<file path="src/rtl/dm_sba_arb.sv">
// Round-robin arbiter sharing one system-bus host port between NumReq requesters, one transaction in flight.
// Optional response watchdog enabled by defining DM_SBA_ARB_TIMEOUT_EN.
module dm_sba_arb #(
    parameter int unsigned NumReq        = 2,
    parameter int unsigned BusWidth      = 32,
    parameter int unsigned TimeoutCycles = 1024
) (
    input  logic                                 clk_i,
    input  logic                                 rst_i,
    input  logic [NumReq-1:0]                    req_i,
    input  logic [NumReq-1:0][BusWidth-1:0]      addr_i,
    input  logic [NumReq-1:0]                    we_i,
    input  logic [NumReq-1:0][BusWidth-1:0]      wdata_i,
    input  logic [NumReq-1:0][BusWidth/8-1:0]    be_i,
    output logic [NumReq-1:0]                    gnt_o,
    output logic [NumReq-1:0]                    r_valid_o,
    output logic [BusWidth-1:0]                  r_rdata_o,
    output logic                                 r_err_o,
    output logic                                 host_req_o,
    output logic [BusWidth-1:0]                  host_addr_o,
    output logic                                 host_we_o,
    output logic [BusWidth-1:0]                  host_wdata_o,
    output logic [BusWidth/8-1:0]                host_be_o,
    input  logic                                 host_gnt_i,
    input  logic                                 host_r_valid_i,
    input  logic [BusWidth-1:0]                  host_r_rdata_i,
    input  logic                                 host_r_err_i,
    output logic                                 timeout_o
);

    localparam int unsigned IdxW = (NumReq > 1) ? $clog2(NumReq) : 1;

    if (NumReq < 2 || TimeoutCycles < 2) begin : g_param_check
        $error("dm_sba_arb: NumReq and TimeoutCycles must both be at least 2");
    end

    typedef enum logic [1:0] {StIdle, StReq, StResp} state_e;

    state_e          state_q;
    logic [IdxW-1:0] ptr_q, owner_q;
    logic [IdxW-1:0] winner, owner;
    logic            found, presenting, resp_ok;
    logic            stale, abort;

    function automatic logic [IdxW-1:0] next_ptr(input logic [IdxW-1:0] cur);
        if (32'(cur) == NumReq - 1) return '0;
        return cur + IdxW'(1);
    endfunction

    always_comb begin
        int unsigned idx;
        found  = 1'b0;
        winner = ptr_q;
        idx    = 0;
        for (int unsigned i = 0; i < NumReq; i++) begin
            idx = 32'(ptr_q) + i;
            if (idx >= NumReq) idx = idx - NumReq;
            if (!found && req_i[IdxW'(idx)]) begin
                found  = 1'b1;
                winner = IdxW'(idx);
            end
        end
    end

    // The owner is the live winner while arbitrating, the locked owner afterwards.
    assign owner      = (state_q == StIdle) ? winner : owner_q;
    assign presenting = ((state_q == StIdle) && found && !stale) || (state_q == StReq);
    assign resp_ok    = (state_q == StResp) && host_r_valid_i;

    assign host_req_o   = presenting;
    assign host_addr_o  = addr_i[owner];
    assign host_we_o    = we_i[owner];
    assign host_wdata_o = wdata_i[owner];
    assign host_be_o    = be_i[owner];

    always_comb begin
        gnt_o     = '0;
        r_valid_o = '0;
        if (presenting) gnt_o[owner] = host_gnt_i;
        if (resp_ok || abort) r_valid_o[owner_q] = 1'b1;
    end

    assign r_rdata_o = resp_ok ? host_r_rdata_i : '0;
    assign r_err_o   = resp_ok ? host_r_err_i : abort;

    always_ff @(posedge clk_i) begin
        if (rst_i) begin
            state_q <= StIdle;
            ptr_q   <= '0;
            owner_q <= '0;
        end else begin
            case (state_q)
                StIdle: begin
                    if (presenting) begin
                        owner_q <= winner;
                        if (host_gnt_i) begin
                            state_q <= StResp;
                            ptr_q   <= next_ptr(winner);
                        end else begin
                            state_q <= StReq;
                        end
                    end
                end
                StReq: begin
                    if (host_gnt_i) begin
                        state_q <= StResp;
                        ptr_q   <= next_ptr(owner_q);
                    end
                end
                StResp: begin
                    if (host_r_valid_i || abort) state_q <= StIdle;
                end
                default: state_q <= StIdle;
            endcase
        end
    end

`ifdef DM_SBA_ARB_TIMEOUT_EN
    localparam int unsigned CntW = $clog2(TimeoutCycles);

    logic [CntW-1:0] cnt_q;
    logic            stale_q, timeout_q;

    // A real response in the limit cycle wins over the abort.
    assign abort     = (state_q == StResp) && !host_r_valid_i && (cnt_q == CntW'(TimeoutCycles - 1));
    assign stale     = stale_q;
    assign timeout_o = timeout_q;

    always_ff @(posedge clk_i) begin
        if (rst_i) begin
            cnt_q     <= '0;
            stale_q   <= 1'b0;
            timeout_q <= 1'b0;
        end else begin
            if ((state_q == StResp) && !host_r_valid_i && !abort) cnt_q <= cnt_q + CntW'(1);
            else cnt_q <= '0;
            if (abort) begin
                stale_q   <= 1'b1;
                timeout_q <= 1'b1;
            end else if (stale_q && host_r_valid_i) begin
                stale_q <= 1'b0;
            end
        end
    end
`else
    assign abort     = 1'b0;
    assign stale     = 1'b0;
    assign timeout_o = 1'b0;
`endif

    req_held_a: assert property (@(posedge clk_i) disable iff (rst_i)
        (state_q == StReq) |-> req_i[owner_q]);

endmodule

</file>
<file path="config.mk">
export PLATFORM = sky130hd
export DESIGN_NAME = dm_sba_arb
export DESIGN_NICKNAME = d
export VERILOG_FILES = /design/src/rtl/dm_sba_arb.sv
export SDC_FILE = /design/constraint.sdc
export NUM_CORES = 1
export LEC_CHECK = 0
export ABC_CLOCK_PERIOD_IN_PS = 4100
export CAP_MARGIN = 10
export CORE_AREA = 2 2 111 113
export DETAILED_ROUTE_END_ITERATION = 10
export DIE_AREA = 0 0 113 115
export MAX_ROUTING_LAYER = met4
export PLACE_DENSITY = 0.58
export SLEW_MARGIN = 30
export SYNTH_ARGS = -nofsm -noshare
export SYNTH_HDL_FRONTEND = slang
export SYNTH_SLANG_ARGS = --single-unit
</file>
<file path="constraint.sdc">
create_clock -name clk_i -period 4.1 [get_ports clk_i]
set_input_delay 0.82 -clock clk_i [delete_from_list [all_inputs] [get_ports clk_i]]
set_output_delay 0.82 -clock clk_i [all_outputs]
set_load 0.03 [all_outputs]
</file>
==> reports/summary.md, run 1 <==
The run finished, with violations left. The final reports fail on design-rule violations. The number of standard cells after synthesis is 146. Including well taps, the total number of placed cells is 569. TritonCTS sink count: 4. The first global-routing pass estimated 12500 µm of wire. The number of buffers inserted by port buffering is 283. The H-tree depth came out at 1.

Across all setup checks in the final design, the least slack found is 295 ps. The number of inserted filler cells in the final layout is 1198, and the maximum vdd drop is 0.128 mV. The floorplan step defined a core boundary enclosing 0.0118 mm². The logs give 220 ps for the clock latency at the later pin of the worst-skew pair and 3280 ps for the required time at the worst-slack endpoint. In the final layout, the multi-input gates occupy 0.00113 mm². The total power divided by cell area was 210 mW/mm²; the post-DP HPWL was 8110 µm.

Synthesis produced a netlist with a net count of 323. After detailed routing, the total wire length is 9000 µm. The post-route setup TNS was 0 ps; the remaining global-route overflow was 0. After floorplanning, the core was divided into 40 placement rows.

The maximum fanout along the worst path is 34, and the area growth from synthesis to layout is 238%. The starting DRC count in detailed routing came out at 55. The startpoint type of the worst setup path is an input pin. During I/O placement, the number of pins put on the boundary was 285.

The number of buffer and inverter instances along the worst setup path works out to 3. Average size of a mapped cell: 8.80 µm². The worst setup path is of the input pin to primary output kind. The tools report the initial antenna violation count as 1. The maximum clock skew at final layout came out at 1.19 ps.

The total count of hold-check failures in the final report is 0. Yosys printed 0 warnings. Grouping stages by cell kind, the critical path spends the most delay in buffers and inverters.

The final number of setup-violating endpoints was 0; the post-CTS setup buffer count was 0. Across the whole layout, storage elements account for 80.1 µm². The path category of the worst min-delay check is register to register. Static timing analysis puts the maximum clock frequency at 263 MHz.

After synthesis the netlist holds a flip-flop and latch count of 4. Traced cell by cell, the critical path runs through clkdlybuf4s50_1 -> nor2b_1 -> o211ai_2 -> nand2_2 -> buf_12 -> mux2_2 -> clkdlybuf4s50_1. The via count of the routed design came out at 2282.

Subtracting the final worst setup slack from the clock period gives 3810 ps. Setup repair after global routing left no endpoint under its margin. For this run, the slowest stage of the critical path takes 600 ps.

The tool flagged a number of max-cap violations equal to 0. In the final routed layout, each cell accounts on average for 15.7 µm. The final cell count without fillers came out at 573.

For the hold-fix buffer count after cts, the log shows 0. The tools report the number of nets still failing antenna checks after routing as 0. The net count of the finished layout is 604. Counting along the longest clock path gives a buffer depth of 2.

The total clock buffers created by CTS was 3; the ratio of final minimum period to clock period was 92.8%. The synthesized netlist occupies a cell area of 0.00128 mm². Among all stages on the critical path, the largest delay is contributed by clkdlybuf4s50_1.

The number of pins with negative max-slew slack in the final report was 0; the vertical die dimension was 115 µm. For this run, asynchronously set or reset flops after synthesis account for 0%. The logs give 37 for the pin count of the biggest net entering global routing and 0.00173 µW for the leakage power summed over all cells.

In this run, distinct cell masters in the synthesized netlist total 23. Predominant post-synthesis flop cell: dfxtp_1. Most common cell type on the critical path: clkdlybuf4s50_1. The number of enable-type register cells in the synthesized netlist was 0.

For this run, design rule violations remaining after detail routing come to 20. Data arrives at the worst endpoint at 2990 ps. The via density per instance is 3.98, and the clock input transition at the sequential cells of the worst setup and hold paths is 30 ps. Routability-driven placement finished with a final weighted congestion of 0.713. Timing analysis after detailed placement gives a worst setup slack of 278 ps. The tools report the clock root buffer master as clkbuf_16. The worst register-to-register path has a setup slack of 2850 ps. The run gives 7 as the first-pass iteration count of the detailed router. The tools report the via count of the first global-routing pass as 2406.

After synthesis, flip-flops and latches occupy 6.23% of the total area. Once the floorplan was initialized, standard cells occupied 10.9% of the core. The die boundary width was 113 µm; the aggregate global-route resource usage was 12.8%. Kind of end point of the critical path: a primary output. Of the cells placed in the final design, the portion with a size suffix greater than 1 is 18.4%.

The number of cells upsized or downsized after cts is 0, and the die footprint is 0.0130 mm². TritonCTS built the clock tree.
## synth_stat cells, types with 2 or more instances
cell type	n	area, µm²
dfxtp_1	4	80.1
and3_1	34	213
mux2_2	52	586
nor2_1	3	11.3
a21oi_1	3	15.0
mux2_1	17	191
clkbuf_1	6	22.5
nand2_1	4	15.0
buf_2	5	25.0
buf_4	2	15.0
nor2b_1	2	12.5
nand2b_1	3	18.8
## stage by stage
stage	area, µm²	power (µW)	utilization [%]	hold WS [ps]
CTS	4340	925	36.8	482
finish	4350	914	36.8	483
detailed placement	4270	769	36.1	478
global route	4350	955	36.8	511
floorplan	1280	395	-	450
global placement	4270	768	36.1	477
## path summary, 6_finish.rpt
path,from,cells after the start,to
worst max-delay path,req_i[1],7,host_addr_o[31]
worst min-delay path,ptr_q,2,ptr_q
worst max register to register,state_q[0],4,ptr_q
worst min register to register,ptr_q,2,ptr_q
## routing by layer
layer / part of all wire [%] / vias to the layer above / GRT usage, %
met3: 13 / 4 / 3.48
met1: 33 / 1006 / 12.1
met2: 54 / 170 / 25.7
met5: 0 / - / -
li1: - / 1102 / -
met4: 0.38 / 0 / 2.60
## tightest hold or removal path, delay by kind of cell (launching register included)
family / cells / cell delay [ps]
AND/OR/NAND/NOR: 1 / 60
flip-flops: 1 / 320
AO/OA/AOI/OAI: 1 / 50
## layout by cell type (no fill, tap or decap), types with 3 or more instances in the layout
cell type	synthesis	layout
mux2_2	52	52
clkdlybuf4s50_1	0	271
a21oi_1	3	3
mux2_1	17	17
nand2_1	4	3
clkbuf_16	0	3
nand2b_1	3	3
nor2_1	3	3
buf_4	2	18
and3_1	34	34
dfxtp_1	4	4
## final cells by class
class,instances,area share (%)
well taps,147,4.23
diodes,1,0.0576
flip-flops and latches,4,1.84
clock buffers,3,1.73
repair buffers,290,66.0
inverters,1,0.0864
multi-input cells,127,26.1
## state kept, by name, summed over array words and instances, names as in the netlist
signal	cells
state_q	2
owner_q	1
ptr_q	1
## report_power, final
part / internal [µW] / total [µW] / switching (µW)
registers: 42.3 / 46.1 / 3.75
clock network: 125 / 152 / 27.0
logic: 387 / 716 / 330
## kinds of logic (layout without fill, tap and decap cells)
group / count (synthesis) / in the layout / synth area share, %
compound gates: 6 / 6 / 3.21
mux: 69 / 69 / 60.5
flops: 4 / 4 / 6.23
simple gates: 51 / 51 / 23.8
other cells: 1 / 2 / 0.292
buf+inv: 15 / 294 / 6.04
(Power assumes the default switching activity.)
==> run 2, diff against run 1 <==
Settings changed: CTS_CLUSTER_SIZE from default to 14, PLACE_DENSITY 0.58 to default, PLACE_DENSITY_LB_ADDON from default to 0.08.
==> run 2 against run 1 <==
Net effect:
- the flow still finishes with violations (design-rule violations)
- first-iteration DRC count up 62%
- total power shrank 0.57%
- critical path depth is the same
- register-to-register slack improved by 30 ps
- sequential cell count unchanged
- sequential power down 0.9%
- sequential share of layout area about the same
- clock skew is essentially flat
- highest routed layer is now met3
- final cell count fell by 0.52%
- largest power group unchanged
- setup slack lost 96 ps
==> reports/summary.md, run 2 (synthesis results as in run 1) <==
The core footprint was 0.0118 mm² (unchanged); the signal arrival time at the worst endpoint was 3080 ps (was 2990 ps). The pin count of the biggest net entering global routing was 43 (was 37). The worst setup path endpoint was host_wdata_o[3] (was host_addr_o[31]). The total count of hold-check failures in the final report was 0 (unchanged). The remaining global-route overflow was 0 (unchanged); the initial antenna violation count was 0 (was 1). The cell count of the worst reg-to-reg path is 4 (unchanged), and the minimum clock period after layout is 3900 ps (was 3810 ps).

For the total DRC errors in the routed layout, the log shows 20 (unchanged). The average routed wire per standard cell was 16.1 µm (was 15.7 µm); the aggregate global-route resource usage was 12.6% (was 12.8%). The post-DP HPWL is 8050 µm (was 8110 µm). The tools report the fraction of met2 tracks used by global routing as 23.8% (was 25.7%). The required time at the worst-slack endpoint came out at 3280 ps (about the same). The tools report the startpoint type of the worst setup path as an input pin (unchanged). The die footprint is 0.0130 mm² (unchanged).

The TritonCTS sink count is 4 (unchanged). Wire length reported by the detailed router: 9160 µm (was 9000 µm). The standard cell with the maximum stage delay on the critical path was clkdlybuf4s50_1 (unchanged). The post-CTS setup buffer count came out at 0 (unchanged). The routability congestion estimate from global placement was 0.757 (was 0.713); the number of buffers inserted by port buffering was 283 (unchanged).

Failing checks: design-rule violations (unchanged). The share of final-layout standard cells stronger than drive strength 1 is 15.4% (was 18.4%), and the global-route wire length before repair is 12500 µm (about the same). The startpoint of the worst setup timing path was req_i[1] (unchanged). Worst path cell trace: clkdlybuf4s50_1 -> nor2b_1 -> o211ai_2 -> nand2_2 -> buf_4 -> mux2_2 -> clkdlybuf4s50_1 (was clkdlybuf4s50_1 -> nor2b_1 -> o211ai_2 -> nand2_2 -> buf_12 -> mux2_2 -> clkdlybuf4s50_1).

For the starting DRC count in detailed routing, the log shows 89 (was 55). The kind of end point of the critical path is a primary output (unchanged). Number of buffer and inverter instances along the worst setup path: 3 (unchanged). The number of nets in the final layout is 602 (was 604), and the area growth from synthesis to layout is 239% (was 238%). The via count of the routed design is 2212 (was 2282). Cell family contributing the most delay on the critical path: buffers and inverters (unchanged). The via density per instance is 3.88 (was 3.98), and the critical path depth in cells is 7 (unchanged). The tools report the area used by sequential logic in the layout as 80.1 µm² (unchanged). The run gives 1.50 ps (was 1.19 ps) as the maximum clock skew at final layout.

The tools report the maximum vdd drop as 0.215 mV (was 0.128 mV). The worst setup path category is input pin to primary output (unchanged). The number of buffers on the longest clock path is 2 (unchanged), and the post-route setup TNS is 0 ps (unchanged). Number of max-cap violations: 0 (unchanged). The number of cells upsized or downsized after cts came out at 0 (unchanged). The met1 usage was 14.1% (was 12.1%). The maximum fanout along the worst path is 21 (was 34). For the overall power, the log shows 909 µW (was 914 µW).

The clock root buffer master was clkbuf_16 (unchanged). The total power divided by cell area is 209 mW/mm² (was 210 mW/mm²). The count of inserted antenna diode cells came out at 0 (was 1). The layer with the highest usage after global routing was met2 (unchanged). The clock input transition at the sequential cells of the worst setup and hold paths was 30 ps (about the same); the via count of the first global-routing pass was 2129 (was 2406).

The most flop-heavy register is state_q (unchanged). The tools report the hold-fix buffer count after cts as 0 (unchanged). The tools report the initial core utilization as 10.9% (unchanged). TritonCTS built the clock tree. The tools report the leakage power summed over all cells as 0.00171 µW (was 0.00173 µW). The run gives 40 (unchanged) as the row count. Setup repair after global routing left no endpoint under its margin. The tools report the first-pass iteration count of the detailed router as 7 (unchanged). The tools report the highest achievable clock rate as 256 MHz (was 263 MHz).

Commonest cells after routing, fill and taps aside: 281 x clkdlybuf4s50_1, 52 x mux2_2, 34 x and3_1 (was 271 x clkdlybuf4s50_1, 52 x mux2_2, 34 x and3_1). Top flop regs: state_q: 2 flops, owner_q: 1 flops, ptr_q: 1 flops (unchanged). The run gives 285 (unchanged) as the boundary pin count. The most common cell type on the critical path is clkdlybuf4s50_1 (unchanged).

Path category of the worst min-delay check: register to register (unchanged). The tools report the reg-to-reg critical path endpoint as ptr_q (unchanged). The largest incremental delay on the critical path was 590 ps (was 600 ps).

The number of pins with negative max-slew slack in the final report came out at 0 (unchanged). The number of inserted filler cells in the final layout was 1215 (was 1198); the vertical die dimension was 115 µm (unchanged). The number of flip-flops under the largest register name works out to 2 (unchanged). The total clock buffers created by CTS is 3 (unchanged). The run gives 0 (unchanged) as the number of nets still failing antenna checks after routing. Ratio of final minimum period to clock period: 95.2% (was 92.8%). The run finished, with violations left. The area occupied by multi-input gates is 0.00113 mm² (about the same).

The worst setup slack for register-to-register paths is 2880 ps (was 2850 ps). Clock latency at the later pin of the worst-skew pair: 220 ps (about the same). The die boundary width was 113 µm (unchanged). The H-tree depth came out at 1 (unchanged). Most common cell after layout, fill and taps aside: clkdlybuf4s50_1 (unchanged). The met3 track demand over resource in global routing was 2.64% (was 3.48%). Startpoint of the lowest-slack register-to-register path: state_q[0] (unchanged). The final number of setup-violating endpoints is 0 (unchanged).
run 2: changes by cell type in the layout (fill, tap and decap cells not counted):
cell	previous run	this run
diode_2	1	0
buf_4	18	6
nor2b_1	1	2
clkdlybuf4s50_1	271	281
nor2b_2	1	0
run 2: report_power, final:
group,internal (µW),switching [µW],total (µW)
combinational,387,325,712
clock,125,26.3,151
sequential,42.3,3.37,45.7
run 2: cell type report:
cell class,instances,share of cell area (%)
clock buffer,3,1.73
inverter,1,0.0863
sequential,4,1.84
tap,147,4.23
timing repair buffer,288,66.1
multi-input combinational,127,26.0
run 2: per-layer routing:
layer | vias to the layer above | part of all wire (%)
met2 | 132 | 54
met3 | 0 | 10
met1 | 984 | 36
met5 | - | 0
li1 | 1096 | -
met4 | 0 | 0
run 2: how the worst min path moves through the flow:
stage,from,endpoint,cells past startpoint
2_1_floorplan,ptr_q,ptr_q,2
3_3_place_gp,ptr_q,ptr_q,2
3_5_place_dp,ptr_q,ptr_q,2
4_1_cts,ptr_q,ptr_q,2
5_1_grt,ptr_q,ptr_q,2
6_report,ptr_q,ptr_q,2
run 2: metrics by stage:
step / std cells / hold slack (ps) / area (µm²) / util (%) / setup slack [ps]
finish: 570 / 495 / 4350 / 36.8 / 198
global route: 570 / 519 / 4350 / 36.8 / 91.2
CTS: 570 / 499 / 4350 / 36.8 / 193
detailed placement: 567 / 491 / 4280 / 36.2 / 206
global placement: 567 / 486 / 4280 / 36.2 / 250
floorplan: 146 / 450 / 1280 / - / 1300
run 2: tightest hold or removal path, cell delays in order (launching register included):
cell	delay [ps]
dfxtp_1	320
nand2_1	60
a21oi_1	50
